==> src/rtl/mul_ex_stage.sv <==
// mul_ex_stage
//   Execute-stage wrapper around the 8-bit signed multiplier (op4).
//   S1 registers decode-issued operands and feeds the multiplier; S2 captures
//   the truncated product for writeback. Two-deep valid/ready pipeline with
//   backpressure, synchronous flush and a wrapping retired-operation counter.
//
//   Ports:
//     clk, rst_n           clock, asynchronous active-low reset
//     flush                synchronous kill of both stages
//     in_valid/in_ready    operand handshake from decode
//     op_a, op_b, in_rd    operands (low 8 bits used, signed), dest index
//     out_valid/out_ready  result handshake to writeback
//     result, out_rd       {zeros, product[7:0]}, dest index
//     retired              results handed to writeback, wraps
//     res_zero             (MUL_EX_ZERO_FLAG_EN only) product[7:0] == 0
//
//   Build option: define MUL_EX_ZERO_FLAG_EN to add the res_zero output.

module mul_ex_stage #(
  parameter int DW   = 12,
  parameter int RDW  = 3,
  parameter int CNTW = 16
) (
  input  logic            clk,
  input  logic            rst_n,
  input  logic            flush,
  input  logic            in_valid,
  output logic            in_ready,
  input  logic [DW-1:0]   op_a,
  input  logic [DW-1:0]   op_b,
  input  logic [RDW-1:0]  in_rd,
  output logic            out_valid,
  input  logic            out_ready,
  output logic [DW-1:0]   result,
  output logic [RDW-1:0]  out_rd,
  output logic [CNTW-1:0] retired
`ifdef MUL_EX_ZERO_FLAG_EN
  ,
  output logic            res_zero
`endif
);

  logic            s1_valid_q, s1_valid_d;
  logic [7:0]      s1_a_q, s1_a_d;
  logic [7:0]      s1_b_q, s1_b_d;
  logic [RDW-1:0]  s1_rd_q, s1_rd_d;
  logic            s2_valid_q, s2_valid_d;
  logic [7:0]      s2_res_q, s2_res_d;
  logic [RDW-1:0]  s2_rd_q, s2_rd_d;
  logic [CNTW-1:0] retired_q, retired_d;
`ifdef MUL_EX_ZERO_FLAG_EN
  logic            s2_zero_q, s2_zero_d;
`endif

  logic s1_adv, s2_adv, accept, handoff;
  logic signed [15:0] prod_full;
  logic [7:0] mul_lo;

  // Operand high bits and product high bits are architecturally discarded.
  logic unused_hi;
  assign unused_hi = ^{op_a[DW-1:8], op_b[DW-1:8], prod_full[15:8]};

  // op4: low byte of the signed 8x8 product.
  assign prod_full = $signed(s1_a_q) * $signed(s1_b_q);
  assign mul_lo    = prod_full[7:0];

  assign s2_adv   = !s2_valid_q | out_ready;
  assign s1_adv   = !s1_valid_q | s2_adv;
  // rst_n in the path keeps in_ready low for the whole reset assertion.
  assign in_ready = s1_adv & !flush & rst_n;
  assign accept   = in_valid & in_ready;
  assign handoff  = s2_valid_q & out_ready & !flush;

  always_comb begin
    s1_valid_d = s1_valid_q;
    s1_a_d     = s1_a_q;
    s1_b_d     = s1_b_q;
    s1_rd_d    = s1_rd_q;
    s2_valid_d = s2_valid_q;
    s2_res_d   = s2_res_q;
    s2_rd_d    = s2_rd_q;
    retired_d  = retired_q;
`ifdef MUL_EX_ZERO_FLAG_EN
    s2_zero_d  = s2_zero_q;
`endif

    if (accept) begin
      s1_valid_d = 1'b1;
      s1_a_d     = op_a[7:0];
      s1_b_d     = op_b[7:0];
      s1_rd_d    = in_rd;
    end else if (s1_adv) begin
      s1_valid_d = 1'b0;
    end

    if (s2_adv) begin
      s2_valid_d = s1_valid_q;
      // Data only moves with a real operation so bubbles leave S2 untouched.
      if (s1_valid_q) begin
        s2_res_d  = mul_lo;
        s2_rd_d   = s1_rd_q;
`ifdef MUL_EX_ZERO_FLAG_EN
        s2_zero_d = (mul_lo == 8'h00);
`endif
      end
    end

    if (flush) begin
      s1_valid_d = 1'b0;
      s2_valid_d = 1'b0;
    end

    if (handoff) begin
      retired_d = retired_q + CNTW'(1);
    end
  end

  always_ff @(posedge clk or negedge rst_n) begin
    if (!rst_n) begin
      s1_valid_q <= 1'b0;
      s1_a_q     <= '0;
      s1_b_q     <= '0;
      s1_rd_q    <= '0;
      s2_valid_q <= 1'b0;
      s2_res_q   <= '0;
      s2_rd_q    <= '0;
      retired_q  <= '0;
`ifdef MUL_EX_ZERO_FLAG_EN
      s2_zero_q  <= 1'b0;
`endif
    end else begin
      s1_valid_q <= s1_valid_d;
      s1_a_q     <= s1_a_d;
      s1_b_q     <= s1_b_d;
      s1_rd_q    <= s1_rd_d;
      s2_valid_q <= s2_valid_d;
      s2_res_q   <= s2_res_d;
      s2_rd_q    <= s2_rd_d;
      retired_q  <= retired_d;
`ifdef MUL_EX_ZERO_FLAG_EN
      s2_zero_q  <= s2_zero_d;
`endif
    end
  end

  assign out_valid = s2_valid_q;
  assign result    = {{(DW-8){1'b0}}, s2_res_q};
  assign out_rd    = s2_rd_q;
  assign retired   = retired_q;
`ifdef MUL_EX_ZERO_FLAG_EN
  assign res_zero  = s2_zero_q;
`endif

endmodule

==> config.mk <==
export PLATFORM = sky130hd
export DESIGN_NAME = mul_ex_stage
export DESIGN_NICKNAME = d
export VERILOG_FILES = /design/src/rtl/mul_ex_stage.sv
export SDC_FILE = /design/constraint.sdc
export NUM_CORES = 1
export LEC_CHECK = 0
export ABC_CLOCK_PERIOD_IN_PS = 6000
export CAP_MARGIN = 15
export CORE_MARGIN = 2
export CORE_UTILIZATION = 30
export DETAILED_ROUTE_END_ITERATION = 10
export PLACE_DENSITY = 0.51
export SLEW_MARGIN = 20
export SYNTH_ARGS = -nofsm -noshare
export SYNTH_HDL_FRONTEND = slang
export SYNTH_SLANG_ARGS = --single-unit
==> constraint.sdc <==
create_clock -name clk -period 6 [get_ports clk]
set_clock_uncertainty 0.2 [all_clocks]
set_input_delay 1.5 -clock clk [delete_from_list [all_inputs] [get_ports clk]]
set_output_delay 1.5 -clock clk [all_outputs]
set_load 0.01 [all_outputs]
Yosys cells after proc, flatten, opt, wreduce, memory -nomap -nowiden
Cells that the tools add are included.
{"block": "op_classes", "add_sub_neg": 1, "multipliers": 1, "mux": 5, "n_bitwise": 7, "n_reduce_logical": 6}
{"cell": "$add 16x1->16 const B", "n": 1}
{"cell": "$mul 8x8->8", "n": 1}
{"cell": "$and 1x1->1", "n": 5}
{"cell": "$mux 1", "n": 5}
{"cell": "$logic_not 1->1", "n": 3}
{"cell": "$reduce_bool 3->1", "n": 1}
{"cell": "$or 1x1->1", "n": 2}
{"cell": "$reduce_and 2->1", "n": 1}
{"cell": "$reduce_bool 2->1", "n": 1}
{"block": "word_totals", "regBits": 48, "in_bits": 32, "out_inout_bits": 33, "elab_cells": 28}

Logic depth before layout (Yosys ltp)
{"block": "depth", "word_depth": 8, "ltp_mapped": 15, "depth_no_buf": 15}

Worst setup path before layout
Ideal clock, no wire load.
{"block": "synth_timing", "kind": "reg-to-reg", "start": "register s1_a_q[1]", "end": "register s2_res_q[7]", "setup_ns": 0.125, "arrival_ns": 3.901, "required_ns": 5.675, "path_slack_ns": 1.774, "path_stages_with_launch": 12, "path_buffers": 0, "period_less_slack_ns": 4.226, "cell_sequence": "dfrtp_1 nand2_1 fa_1 fa_1 fa_1 fa_1 inv_1 ha_1 a21oi_4 xnor3_1 xnor3_1 mux2_2"}
{"block": "synth_between", "elab_chain_len": 1}
{"item": "start: declaration", "line": "44", "text": "logic [7:0] s1_a_q, s1_a_d;"}
{"item": "start signal: assignment", "line": "121", "text": "s1_a_q <= '0;"}
{"item": "start signal: assignment", "line": "133", "text": "s1_a_q <= s1_a_d;"}
{"item": "$mul 8x8->8", "line": "64", "text": "assign prod_full = $signed(s1_a_q) * $signed(s1_b_q);"}
{"item": "end signal: assignment", "line": "137", "text": "s2_res_q <= s2_res_d;"}
{"item": "end: declaration", "line": "48", "text": "logic [7:0] s2_res_q, s2_res_d;"}
Every way passes these cells.
A chain may end at the register's enable or synchronous reset.

Worst setup path in the final report
{"block": "layout_timing", "start": "input port out_ready", "end": "output port in_ready"}
{"block": "layout_between", "elab_chain_len": 4}
{"item": "start: declaration", "line": "33", "text": "input logic out_ready,"}
{"item": "$or 1x1->1", "line": "67", "text": "assign s2_adv = !s2_valid_q | out_ready;"}
{"item": "$or 1x1->1", "line": "68", "text": "assign s1_adv = !s1_valid_q | s2_adv;"}
{"item": "$and 1x1->1 (2 in a row)", "line": "70", "text": "assign in_ready = s1_adv & !flush & rst_n;"}
{"item": "end: declaration", "line": "28", "text": "output logic in_ready,"}
Every way passes these cells.

==> results.toml <==
[run_status]
outcome = "complete, no violations"

[routing]
drt-pass1-iter-count = 4
dr_wl_met2_um = 2595
drcViolationCount = 0
vias = 1837
viasPerCell = 4.242
wirelength_met1_um = 2668
maxUsedRoutingLayer = "met4"
ant_nets = 0
route.met3.wl_um = 345
wl_per_cell_um = 12.99
routed_wl_um = 5625
first_iter_violations = 27

[floorplan]
die_w_um = 101.9
core_mm2 = 0.009284
die_h_um = 101.9
dieArea_mm2 = 0.01039
io_pins = 65
start_util_pct = 31.00
row_count = 35

[setup_path]
setup.worst_path.end_class = "primary output"
start_kind = "input pin"
critPathMaxFanout = 3
cp_common_cell = "clkdlybuf4s50_1"
crit_family = "buffers and inverters"
cp_data_required_time_ns = 4.30
cp_slowest_cell = "clkdlybuf4s50_1"
cp.arrival_ns = 2.91
path_buf_inv = 2
cp_cell_sequence = "clkdlybuf4s50_1, nor2b_1, nand2_1, and3b_1, clkdlybuf4s50_1"
critPathKind = "input pin to primary output"
critPathMaxStageDelay_ns = 0.50

[global_routing]
grt_pass1_vias = 1995
grt-ovfl-total = 0
antenna_found_initial = 0
grt_max_degree = 49
gr-usage-all-layers_pct = 12.04
grt_pass1_wl_um = 9701

[synth]
synth_top_cell_area_share_pct = 41.74
synth_edf_count = 0
synth_top_cell_by_area = "dfrtp_1"
synth_warnings = 0
ys_types = 29
syn_area_per_cell_um2 = 11.65
yosys-top-cells-area = "dfrtp_1, ha_1, fa_1, mux2_2, xnor2_1"
async_flop_share_pct = 100.0
yosys_register_bits = 48
syn_inst = 247
synth_area_mm2 = 0.002878
synth_ff_type = "dfrtp_1"
synth.yosys.seq_area_share_pct = 41.74

[place]
post-place-ws_ns = 1.401
gp_congestion = 0.7535
dp_hpwl_um = 4292
port_buffers = 52

[hold_path]
hp-class = "flop to flop"

[timing]
maxSlewViolCount = 0
period_minus_slack_ns = 4.605
setup_viol = 0
tightest_slew_ns = 0.9004
finalCritPeriodShare_pct = 76.75
fmax_mhz = 217.1
setup_ws_ns = 1.395
tns_ns = 0
rsz0062_at_grt = "false"
hold_viol_final = 0
relSlewSlack_pct = 39.83

[cells_and_area]
drive_gt1_share_pct = 13.16
area.growth.synth_to_final_pct = 26.83
antennaDiodeCount = 0
final_nets = 367
n_fill_cell = 953

[clock_tree]
clkSinkCount = 48
post_cts_buffers = 0
clkLatencyLatePin_ns = 0.31
numCtsBuffers = 5
cts_root_buffer = "clkbuf_8"
clk_pin_slew_ns = 0.09
hold_buffers = 0
cts.repair.resized = 0
ctsLongestPathBuffers = 2
cts_tree = "yes"
htreeDepth = 2

[power_and_ir_drop]
ir_drop_mv = 0.1217
power_per_cell_area_mw_per_mm2 = 373.1
leakagePower_nw = 1.638

[job]
drv_cap = 0
[sequential cells by signal, summed over array words and instances, names as in the netlist]
| register | count |
|---|---|
| s1_b_q | 8 |
| s1_a_q | 8 |
| out_rd | 3 |
| retired | 16 |
| out_valid | 1 |
| s1_rd_q | 3 |
| s2_res_q | 8 |
| s1_valid_q | 1 |
[final cells by class]
class,instances,area (um^2),area share [%]
Clock buffer,6,82.58,2.263
Clock inverter,2,38.79,1.063
Sequential cell,48,1201,32.91
Multi-Input combinational cell,171,1553,42.54
Timing Repair Buffer,53,523.0,14.33
Inverter,24,90.09,2.468
Tap cell,129,161.4,4.422
[cells in the mapped netlist (all sizes together), types with 4 or more instances]
cell type	instances
ha	20
inv	24
buf	7
fa	12
and2	24
nand4	4
xor2	4
nand3	4
xnor2	24
dfrtp	48
nand2	25
mux2	28
nor2	4
[worst register-to-register path, stage by stage, from the launching register on]
cell	delay (ns)
dfrtp_1	0.49
nand2_1	0.12
fa_1	0.46
fa_1	0.57
fa_1	0.44
fa_1	0.56
inv_1	0.05
ha_1	0.34
a21oi_4	0.13
xnor3_1	0.41
xnor3_1	0.37
mux2_2	0.26
[placed cells by master, fill, tap and decap left out, drive strengths merged]
cell and n:
nor3 1, nand2b 3, o21ai 3, nand3 4, mux2 28, nor2 4, xor2 4, dfrtp 48
and2 24, ha 20, conb 4, clkdlybuf4s50 51, and4 2, xnor3 2, nand4 4, clkbuf 6
inv 24, nand3b 1, nand2 25, buf 2, xnor2 24, bufinv 1, a21o 1, clkinv 1
and3b 2, nor2b 2, fa 12, a21oi 1
[stage by stage]
step | hold slack [ns] | area [um^2] | total power [mW] | cells | util, %
final | 0.2902 | 3650 | 1.362 | 433 | 39.31
after global routing | 0.3009 | 3650 | 1.500 | 433 | 39.31
after CTS | 0.2949 | 3650 | 1.401 | 433 | 39.31
after detailed placement | 0.2782 | 3528 | 1.133 | 425 | 38.01
after global placement | 0.2678 | 3528 | 1.130 | 425 | 38.01
after floorplan | 0.2602 | 2889 | 0.9208 | 250 | -
[report_power, final]
part           switching, mW  leakage [nW]  internal, mW
Combinational          0.285         0.969         0.374
Sequential            0.0600         0.607         0.387
Clock                  0.120        0.0614         0.137
[routing by layer]
layer  track usage, %  up-vias
met5                0        -
met4            1.949        0
met3            4.583        2
met2            19.03       45
met1            16.10      895
li1                 -      895
[kinds of logic (layout without fill, tap and decap cells)]
logic type | count (synthesis) | count (layout) | share of synthesized area (%)
other | 1 | 4 | 0.1303
buffers and inverters | 31 | 85 | 4.696
adders and majority gates | 32 | 32 | 17.04
and+or+nand+nor | 72 | 72 | 13.74
muxes | 28 | 28 | 10.96
xor gates and xnor gates | 30 | 30 | 10.35
AOI/OAI and AO/OA | 5 | 5 | 1.348
DFF | 48 | 48 | 41.74
[path summary, 6_finish.rpt]
path | depth (start not counted) | slack [ns] | from | endpoint
worst max-delay path | 5 | 1.39 | out_ready | in_ready
worst min-delay path | 1 | 0.29 | retired[7]$_DFFE_PN0P_ | retired[7]$_DFFE_PN0P_
worst max register to register | 11 | 1.49 | s1_a_q[1]$_DFFE_PN0P_ | s2_res_q[7]$_DFFE_PN0P_
worst min register to register | 1 | 0.29 | retired[7]$_DFFE_PN0P_ | retired[7]$_DFFE_PN0P_
max in group asynchronous | 2 | 4.05 | rst_n | s1_b_q[5]$_DFFE_PN0P_
min in group asynchronous | 2 | 1.11 | rst_n | s1_a_q[7]$_DFFE_PN0P_
Power figures use the tool's default switching activity.
